$ cat config.mk
export PLATFORM = sky130hd
export DESIGN_NAME = aes_out_serializer
export DESIGN_NICKNAME = d
export VERILOG_FILES = /design/src/rtl/aes_out_serializer.sv
export SDC_FILE = /design/constraint.sdc
export NUM_CORES = 1
export LEC_CHECK = 0
export ABC_AREA = 0
export CAP_MARGIN = 0
export CELL_PAD_IN_SITES_DETAIL_PLACEMENT = 0
export CELL_PAD_IN_SITES_GLOBAL_PLACEMENT = 1
export CORE_ASPECT_RATIO = 0.7
export CORE_UTILIZATION = 49
export CTS_CLUSTER_DIAMETER = 200
export DETAILED_ROUTE_END_ITERATION = 10
export HOLD_SLACK_MARGIN = 0.08
export MAX_ROUTING_LAYER = met4
export PLACE_DENSITY_LB_ADDON = 0.1
export SETUP_SLACK_MARGIN = 0.2
export SLEW_MARGIN = 30
export SYNTH_ARGS = -nofsm -noshare
export SYNTH_HDL_FRONTEND = slang
export SYNTH_SLANG_ARGS = --single-unit
$ cat constraint.sdc
create_clock -name AES_clk -period 11.8 [get_ports AES_clk]
set_input_delay 2.36 -clock AES_clk [delete_from_list [all_inputs] [get_ports AES_clk]]
set_output_delay 2.36 -clock AES_clk [all_outputs]
set_load 0.005 [all_outputs]
$ cat src/rtl/aes_out_serializer.sv
// aes_out_serializer
//   Buffers 128-bit ciphertext blocks from the AES core in a 2-entry FIFO.
//   Each block is sent downstream as four 32-bit words with a valid/ready
//   handshake.
//
//   Parameter
//     MSW_FIRST          1: word 0 = bits [127:96]; 0: word 0 = bits [31:0]
//   Ports
//     AES_clk            clock, rising edge
//     AES_rst_n          asynchronous active-low reset
//     AES_data_out       128-bit block from the AES core
//     AES_data_out_valid core output valid (pulse or level)
//     ser_ready          downstream accepts ser_data this cycle
//     ser_ovf_clr        synchronous clear of ser_overflow
//     ser_data           current output word (0 when nothing is buffered)
//     ser_valid          ser_data is valid
//     ser_last           current word is word 3 of its block
//     ser_busy           at least one block is buffered
//     ser_overflow       sticky flag, set when a block was dropped
module aes_out_serializer #(
  parameter int MSW_FIRST = 1
) (
  input  logic         AES_clk,
  input  logic         AES_rst_n,
  input  logic [127:0] AES_data_out,
  input  logic         AES_data_out_valid,
  input  logic         ser_ready,
  input  logic         ser_ovf_clr,
  output logic [31:0]  ser_data,
  output logic         ser_valid,
  output logic         ser_last,
  output logic         ser_busy,
  output logic         ser_overflow
);

  logic         valid_d;
  logic [127:0] mem [0:1];
  logic         wr_ptr;
  logic         rd_ptr;
  logic [1:0]   count;
  logic [1:0]   idx;

  logic capture;
  logic xfer;
  logic pop;
  logic push;
  logic drop;

  // Word k of a block, honouring the configured word order.
  function automatic logic [31:0] sel_word(input logic [127:0] blk,
                                           input logic [1:0]   i);
    logic [1:0] k;
    k = (MSW_FIRST != 0) ? ~i : i;
    return blk[{k, 5'b00000} +: 32];
  endfunction

  always_comb begin
    // A level-held valid gives a single capture on its rising edge.
    capture = AES_data_out_valid & ~valid_d;
    xfer    = ser_valid & ser_ready;
    pop     = xfer & (idx == 2'd3);
    // A full FIFO still accepts a block if the head leaves on this same edge.
    push    = capture & ((count != 2'd2) | pop);
    drop    = capture & (count == 2'd2) & ~pop;
  end

  assign ser_valid = (count != 2'd0);
  assign ser_busy  = ser_valid;
  assign ser_last  = ser_valid & (idx == 2'd3);
  // Gated by valid so the output reads 0 while reset holds count at 0,
  // even though the block storage itself is not reset.
  assign ser_data  = ser_valid ? sel_word(mem[rd_ptr], idx) : 32'd0;

  // Control state
  always_ff @(posedge AES_clk or negedge AES_rst_n) begin
    if (!AES_rst_n) begin
      valid_d      <= 1'b0;
      wr_ptr       <= 1'b0;
      rd_ptr       <= 1'b0;
      count        <= 2'd0;
      idx          <= 2'd0;
      ser_overflow <= 1'b0;
    end else begin
      valid_d <= AES_data_out_valid;
      if (push) wr_ptr <= ~wr_ptr;
      if (pop)  rd_ptr <= ~rd_ptr;
      if (xfer) idx    <= idx + 2'd1;
      case ({push, pop})
        2'b10:   count <= count + 2'd1;
        2'b01:   count <= count - 2'd1;
        default: count <= count;
      endcase
      if (drop)             ser_overflow <= 1'b1;
      else if (ser_ovf_clr) ser_overflow <= 1'b0;
    end
  end

  // Block storage
  always_ff @(posedge AES_clk) begin
    if (push) mem[wr_ptr] <= AES_data_out;
  end

endmodule

==> results of run 1 <==
## kinds of logic (layout without fill, tap and decap cells)
| family | Yosys count | after routing | share of synthesized area, % |
|---|---|---|---|
| xor+xnor | 3 | 3 | 0.250 |
| buf+inv | 38 | 224 | 2.54 |
| compound gates | 103 | 103 | 6.08 |
| simple gates | 81 | 81 | 4.40 |
| other cells | 0 | 2 | 0 |
| fa+ha+maj | 1 | 1 | 0.119 |
| mux | 98 | 98 | 11.6 |
| flops | 264 | 264 | 75.0 |
## final timing paths
| check | startpoint | end | depth (start not counted) | slack [ps] |
|---|---|---|---|---|
| max | rd_ptr$_DFFE_PN0P_ | ser_data[2] | 6 | 5920 |
| min | ser_overflow$_DFFE_PN0P_ | ser_overflow$_DFFE_PN0P_ | 2 | 550 |
| max reg2reg | idx[0]$_DFFE_PN0P_ | mem[1][61]$_DFFE_PP_ | 6 | 8720 |
| min reg2reg | ser_overflow$_DFFE_PN0P_ | ser_overflow$_DFFE_PN0P_ | 2 | 550 |
| max in group asynchronous | AES_rst_n | rd_ptr$_DFFE_PN0P_ | 1 | 9340 |
| min in group asynchronous | AES_rst_n | idx[1]$_DFFE_PN0P_ | 1 | 2130 |
## layout by cell type, fill, tap and decap left out, drive strengths merged, types with 2 or more instances in the layout
cell	netlist	layout
nor3	32	32
or2	2	2
a21oi	2	2
a211oi	33	33
nand2	3	3
edfxtp	256	256
nor2b	36	36
clkinv	0	12
mux2	97	97
clkdlybuf4s50	0	168
nand2b	3	3
diode	0	2
o21ai	35	35
clkbuf	7	31
and2	2	2
o22ai	32	32
bufinv	0	3
dfrtp	8	8
inv	2	3
xor2	2	2
buf	29	6
## area by class of cell
| class | count | area, um^2 | area share, % |
|---|---|---|---|
| multi-input combinational | 286 | 2370 | 17.9 |
| sequential | 264 | 7890 | 59.5 |
| tap | 276 | 345 | 2.60 |
| timing repair buffer | 174 | 1770 | 13.4 |
| antenna | 2 | 5.00 | 0.0377 |
| clock inverter | 17 | 173 | 1.30 |
| clock buffer | 31 | 691 | 5.21 |
| inverter | 2 | 7.51 | 0.0566 |
## flip-flops by register name (all words and copies together) (netlist names)
signal and count:
ser_overflow 1, count 2, idx 2, valid_d 1
mem 256, wr_ptr 1, rd_ptr 1
## Yosys cell counts (2+ instances only)
master | instances | area share, %
nor2b_1 | 36 | 2.1
nand2_1 | 3 | 0.11
buf_12 | 2 | 0.38
mux2_4 | 30 | 4.3
xor2_1 | 2 | 0.17
o21ai_1 | 30 | 1.4
inv_1 | 2 | 0.071
or2_1 | 2 | 0.12
mux2_2 | 67 | 7.2
o21ai_0 | 5 | 0.24
clkbuf_1 | 7 | 0.25
buf_6 | 2 | 0.21
buf_2 | 13 | 0.62
dfrtp_1 | 8 | 1.9
a211oi_1 | 33 | 2.4
buf_4 | 10 | 0.71
edfxtp_1 | 256 | 73
o22ai_1 | 32 | 1.9
and2_1 | 2 | 0.12
a21oi_1 | 2 | 0.095
buf_8 | 2 | 0.29
nand2b_1 | 3 | 0.18
nor3_1 | 32 | 1.5
## metrics by stage
| stage | total power (uW) | utilization, % | cell area [um^2] | std cells |
|---|---|---|---|---|
| final | 3030 | 63.6 | 13300 | 1052 |
| after global routing | 3170 | 63.6 | 13300 | 1052 |
| after CTS | 3060 | 63.4 | 13200 | 1049 |
| after detailed placement | 2230 | 59.2 | 12400 | 1001 |
| after global placement | 2200 | 59.1 | 12300 | 1000 |
| after floorplan | 1870 | - | 10500 | 588 |
## layer usage
| layer | wire length [um] | part of all wire, % | up-vias |
|---|---|---|---|
| met3 | 1290 | 6.0 | 24 |
| met4 | 293 | 1.4 | 0 |
| met2 | 10200 | 48 | 154 |
| li1 | - | - | 2666 |
| met5 | 0 | 0 | - |
| met1 | 9650 | 45 | 2838 |
## report_power, final
group | internal (uW) | total (uW) | switching, uW
Clock | 486 | 826 | 340
Sequential | 1170 | 1220 | 57.4
Combinational | 487 | 976 | 489
Total | 2140 | 3030 | 887
## worst reg2reg max path, delay by kind of cell (launching register included)
family / cells / cell delay, ps
flip-flops: 1 / 470
buffers and inverters: 2 / 1040
AO/OA/AOI/OAI: 1 / 310
AND/OR/NAND/NOR: 2 / 630
adder cells (fa/ha/maj): 1 / 220
==> results.ini, run 1 <==
[global_routing]
grt_pass1_wl_um = 32800
busiest_layer = met2
grt_usage_pct = 20.1
grt-ovfl-total = 0
grt_antenna_before_repair = 2
grt_start_max_net_pins = 81
use_met2_pct = 31.1
gr-usage-met1_pct = 27.7
grt_use_met3_pct = 4.12
grt_pass1_vias = 5936

[sta]
tightest_slew_ps = 939
fin_skew_ps = 9.67
fin_tns_setup_ps = 0
max_clock_freq_mhz = 170
finalMaxSlewViolations = 0
rsz0062_at_grt = no
setup_violations = 0
fin_crit_ps = 5880
setup_ws_ps = 5920
min_period_over_period_pct = 49.8
hold_ws_ps = 552
hold_viol = 0
relSlewSlack_pct = 37.2

[worst_setup_path]
path_class = register to output pin
cp-start-kind = register
path_buf_inv = 3
crit_arrival_ps = 3520
slowest_stage = dfrtp_4
end_kind = output pin
path_max_fanout = 78
cp_cell_sequence = buf_16 -> buf_6 -> mux2_2 -> o22ai_1 -> nor3_1 -> clkdlybuf4s50_1
cp_top_family = buffers and inverters
worstPathRequired_ps = 9440
critPathMaxStageDelay_ps = 720

[cts]
ctsLongestPathBuffers = 3
cts_resized = 0
clock_sinks = 264
cts_hold_buf = 0
cts_tree = yes
cts-buffers-inserted = 27
clk_pin_slew_ps = 60
post-cts-setup-buffers = 0
clock_latency_ps = 520
cts_max_level = 1
root_buffer = clkbuf_16

[drt]
drc = 0
wl_per_cell_um = 20.4
drt_iter0_markers = 414
vias_per_cell = 5.40
ant_nets = 0
dr_total_vias = 5682
wl_um = 21500
first_pass_iters = 4

[floorplanning]
die_area_um2 = 22000
core_region_area_um2 = 20900
rows = 44
start_util_pct = 50.4
ioPinCount = 169
die_x_um = 177
die_h_um = 125

[power_and_ir_drop]
power_density_nw_per_um2 = 228
power_leakage_uw = 0.00438
peakVddDrop_mv = 0.159

[synthesis]
synth_top_flop_cell = edfxtp_1
synthCells = 588
synth-async-reset-ratio_pct = 3.03
ys_types = 30
yosys_warnings = 0
synth_seq_cells = 264
ys_seq_area_share_pct = 75.0
syn_area_per_cell_um2 = 17.9
syn_area_um2 = 10500
synth_edf_count = 256
syn_nets = 722

[cells_and_area]
drive_gt1_share_pct = 19.5
area_delta_synth_final_pct = 26.2
fin_nets = 889
nFillCells = 1506

[placement]
gp_congestion = 0.718
place_ws_ps = 6230
io_buffer_count = 168
dp_hpwl_um = 12700

[hold_path]
hp-class = register to register

[job]
max_cap_violations = 0

[outcome]
status = finished clean

No activity file was read; power rests on OpenSTA's default activity.
==> run 2, diff against run 1 <==
Settings changed: CORE_UTILIZATION 49 to 45.
Clock period 11.8 ns to 5.6 ns, I/O delays scaled along.
==> results.ini, run 2 (same netlist as run 1, synthesis figures left out) <==
[sta]
hold_viol = 0
relSlewSlack_pct = 32.7
fin_skew_ps = 7.30
fin_crit_ps = 4350
setup_violations = 0
fin_tns_setup_ps = 0
min_period_over_period_pct = 77.7
rsz0062_at_grt = no
max_clock_freq_mhz = 230
hold_ws_ps = 529
tightest_slew_ps = 1010
finalMaxSlewViolations = 0

[placement]
dp_hpwl_um = 13400
dp.cells = 1040
io_buffer_count = 168
gp_congestion = 0.725

[cts]
ctsLongestPathBuffers = 3
cts_max_level = 1
cts_tree = yes
post-cts-setup-buffers = 0
root_buffer = clkbuf_16
clk_pin_slew_ps = 60
cts_resized = 0
clock_sinks = 264
clock_latency_ps = 510
cts_hold_buf = 0
cts-buffers-inserted = 27

[global_routing]
grt_use_met3_pct = 3.60
busiest_layer = met2
grt_start_max_net_pins = 65
grt_usage_pct = 19.1
grt_pass1_wl_um = 33400
grt_pass1_vias = 5958
grt-ovfl-total = 0
gr-usage-met1_pct = 25.8
grt_antenna_before_repair = 2
use_met2_pct = 30.4

[floorplanning]
die_h_um = 130
die_area_um2 = 24000
rows = 46
die_x_um = 185
ioPinCount = 169
start_util_pct = 46.1
core_region_area_um2 = 22800

[worst_setup_path]
slowest_stage = dfrtp_4
path_max_fanout = 52
cp_cell_sequence = buf_16 -> buf_4 -> mux2_2 -> o22ai_1 -> nor3_1 -> clkdlybuf4s50_1
end_kind = output pin
worstPathRequired_ps = 4480
cp-start-kind = register
critPathMaxStageDelay_ps = 750
path_class = register to output pin
crit_arrival_ps = 3230

[power_and_ir_drop]
switchingPower_uw = 1890
peakVddDrop_mv = 0.353
switching_share_pct = 29.8
power_frac_comb_pct = 33.1
pwr-share-clk_pct = 26.4
pwr-share-seq_pct = 40.6
power_leakage_uw = 0.00437
power_density_nw_per_um2 = 479
intPower_uw = 4470

[outcome]
status = finished clean

[drt]
wl_per_cell_um = 20.6
drc = 0
drt_iter0_markers = 366
first_pass_iters = 6
ant_nets = 0
vias_per_cell = 5.25
wl_um = 22400
dr_total_vias = 5723

[job]
max_cap_violations = 0

[cells_and_area]
nFillCells = 1780
fin_util_pct = 58.3
regMostFlops = mem
finalNonFillerCells = 1091
drive_gt1_share_pct = 18.7
fin_nets = 891
top_regs = mem: 256 flops, count: 2 flops, idx: 2 flops
final_common_cell = edfxtp_1
largest_reg_flops = 256
final_cell_mix = edfxtp_1, clkdlybuf4s50_1, mux2_2
area_delta_synth_final_pct = 26.5

[hold_path]
hp-class = register to register

run 2: cell count changes in the layout (fill, tap and decap cells not counted), sizes merged:
cell      before  now
buf            6    8
bufinv         3    2
clkbuf        31   35
clkinv        12   11
clkinvlp       1    0
run 2: path summary, 6_finish.rpt:
path | endpoint | slack [ps] | startpoint | cells past startpoint
worst max-delay path | ser_data[5] | 1250 | rd_ptr$_DFFE_PN0P_ | 6
worst min-delay path | ser_overflow$_DFFE_PN0P_ | 530 | ser_overflow$_DFFE_PN0P_ | 2
worst max register to register | mem[0][36]$_DFFE_PP_ | 2820 | idx[1]$_DFFE_PN0P_ | 5
worst min register to register | ser_overflow$_DFFE_PN0P_ | 530 | ser_overflow$_DFFE_PN0P_ | 2
max in group asynchronous | rd_ptr$_DFFE_PN0P_ | 4370 | AES_rst_n | 1
min in group asynchronous | idx[0]$_DFFE_PN0P_ | 900 | AES_rst_n | 1
run 2: cell type report:
cell class	instances	area [um^2]	share of cell area [%]
multi-input combinational	286	2380	17.9
inverter	2	7.51	0.0565
tap	312	390	2.94
clock buffer	35	706	5.31
sequential	264	7890	59.4
clock inverter	14	113	0.847
timing repair buffer	176	1800	13.5
antenna	2	5.00	0.0377
run 2: power by group through the flow:
stage / combinational [uW] / sequential [uW] / clock (uW)
6_report: 2100 / 2580 / 1680
5_1_grt: 2260 / 2610 / 1790
4_1_cts: 2130 / 2580 / 1710
3_5_place_dp: 2110 / 2620 / 0
3_3_place_gp: 2000 / 2670 / 0
2_1_floorplan: 1360 / 2580 / 0
run 2: per-layer routing:
layer	wire length [um]	share of wire, %
met2	10400	46
met5	0	0
met3	1200	5.3
met1	10400	47
met4	421	1.9
run 2: worst max-delay path: cells and delay by family, from the launching register on:
family                 cells  cell delay [ps]
buffers and inverters      3             1310
AOI/OAI and AO/OA          1               60
and+or+nand+nor            1              350
DFF                        1              750
muxes                      1              210
run 2: metrics by stage:
step                setup slack [ps]  cell area (um^2)  total power, uW
CTS                             1180             13300             6420
detailed placement              1820             12500             4740
global placement                1570             12400             4680
finish                          1250             13300             6360
floorplan                        309             10500             3940
global route                    1080             13300             6660
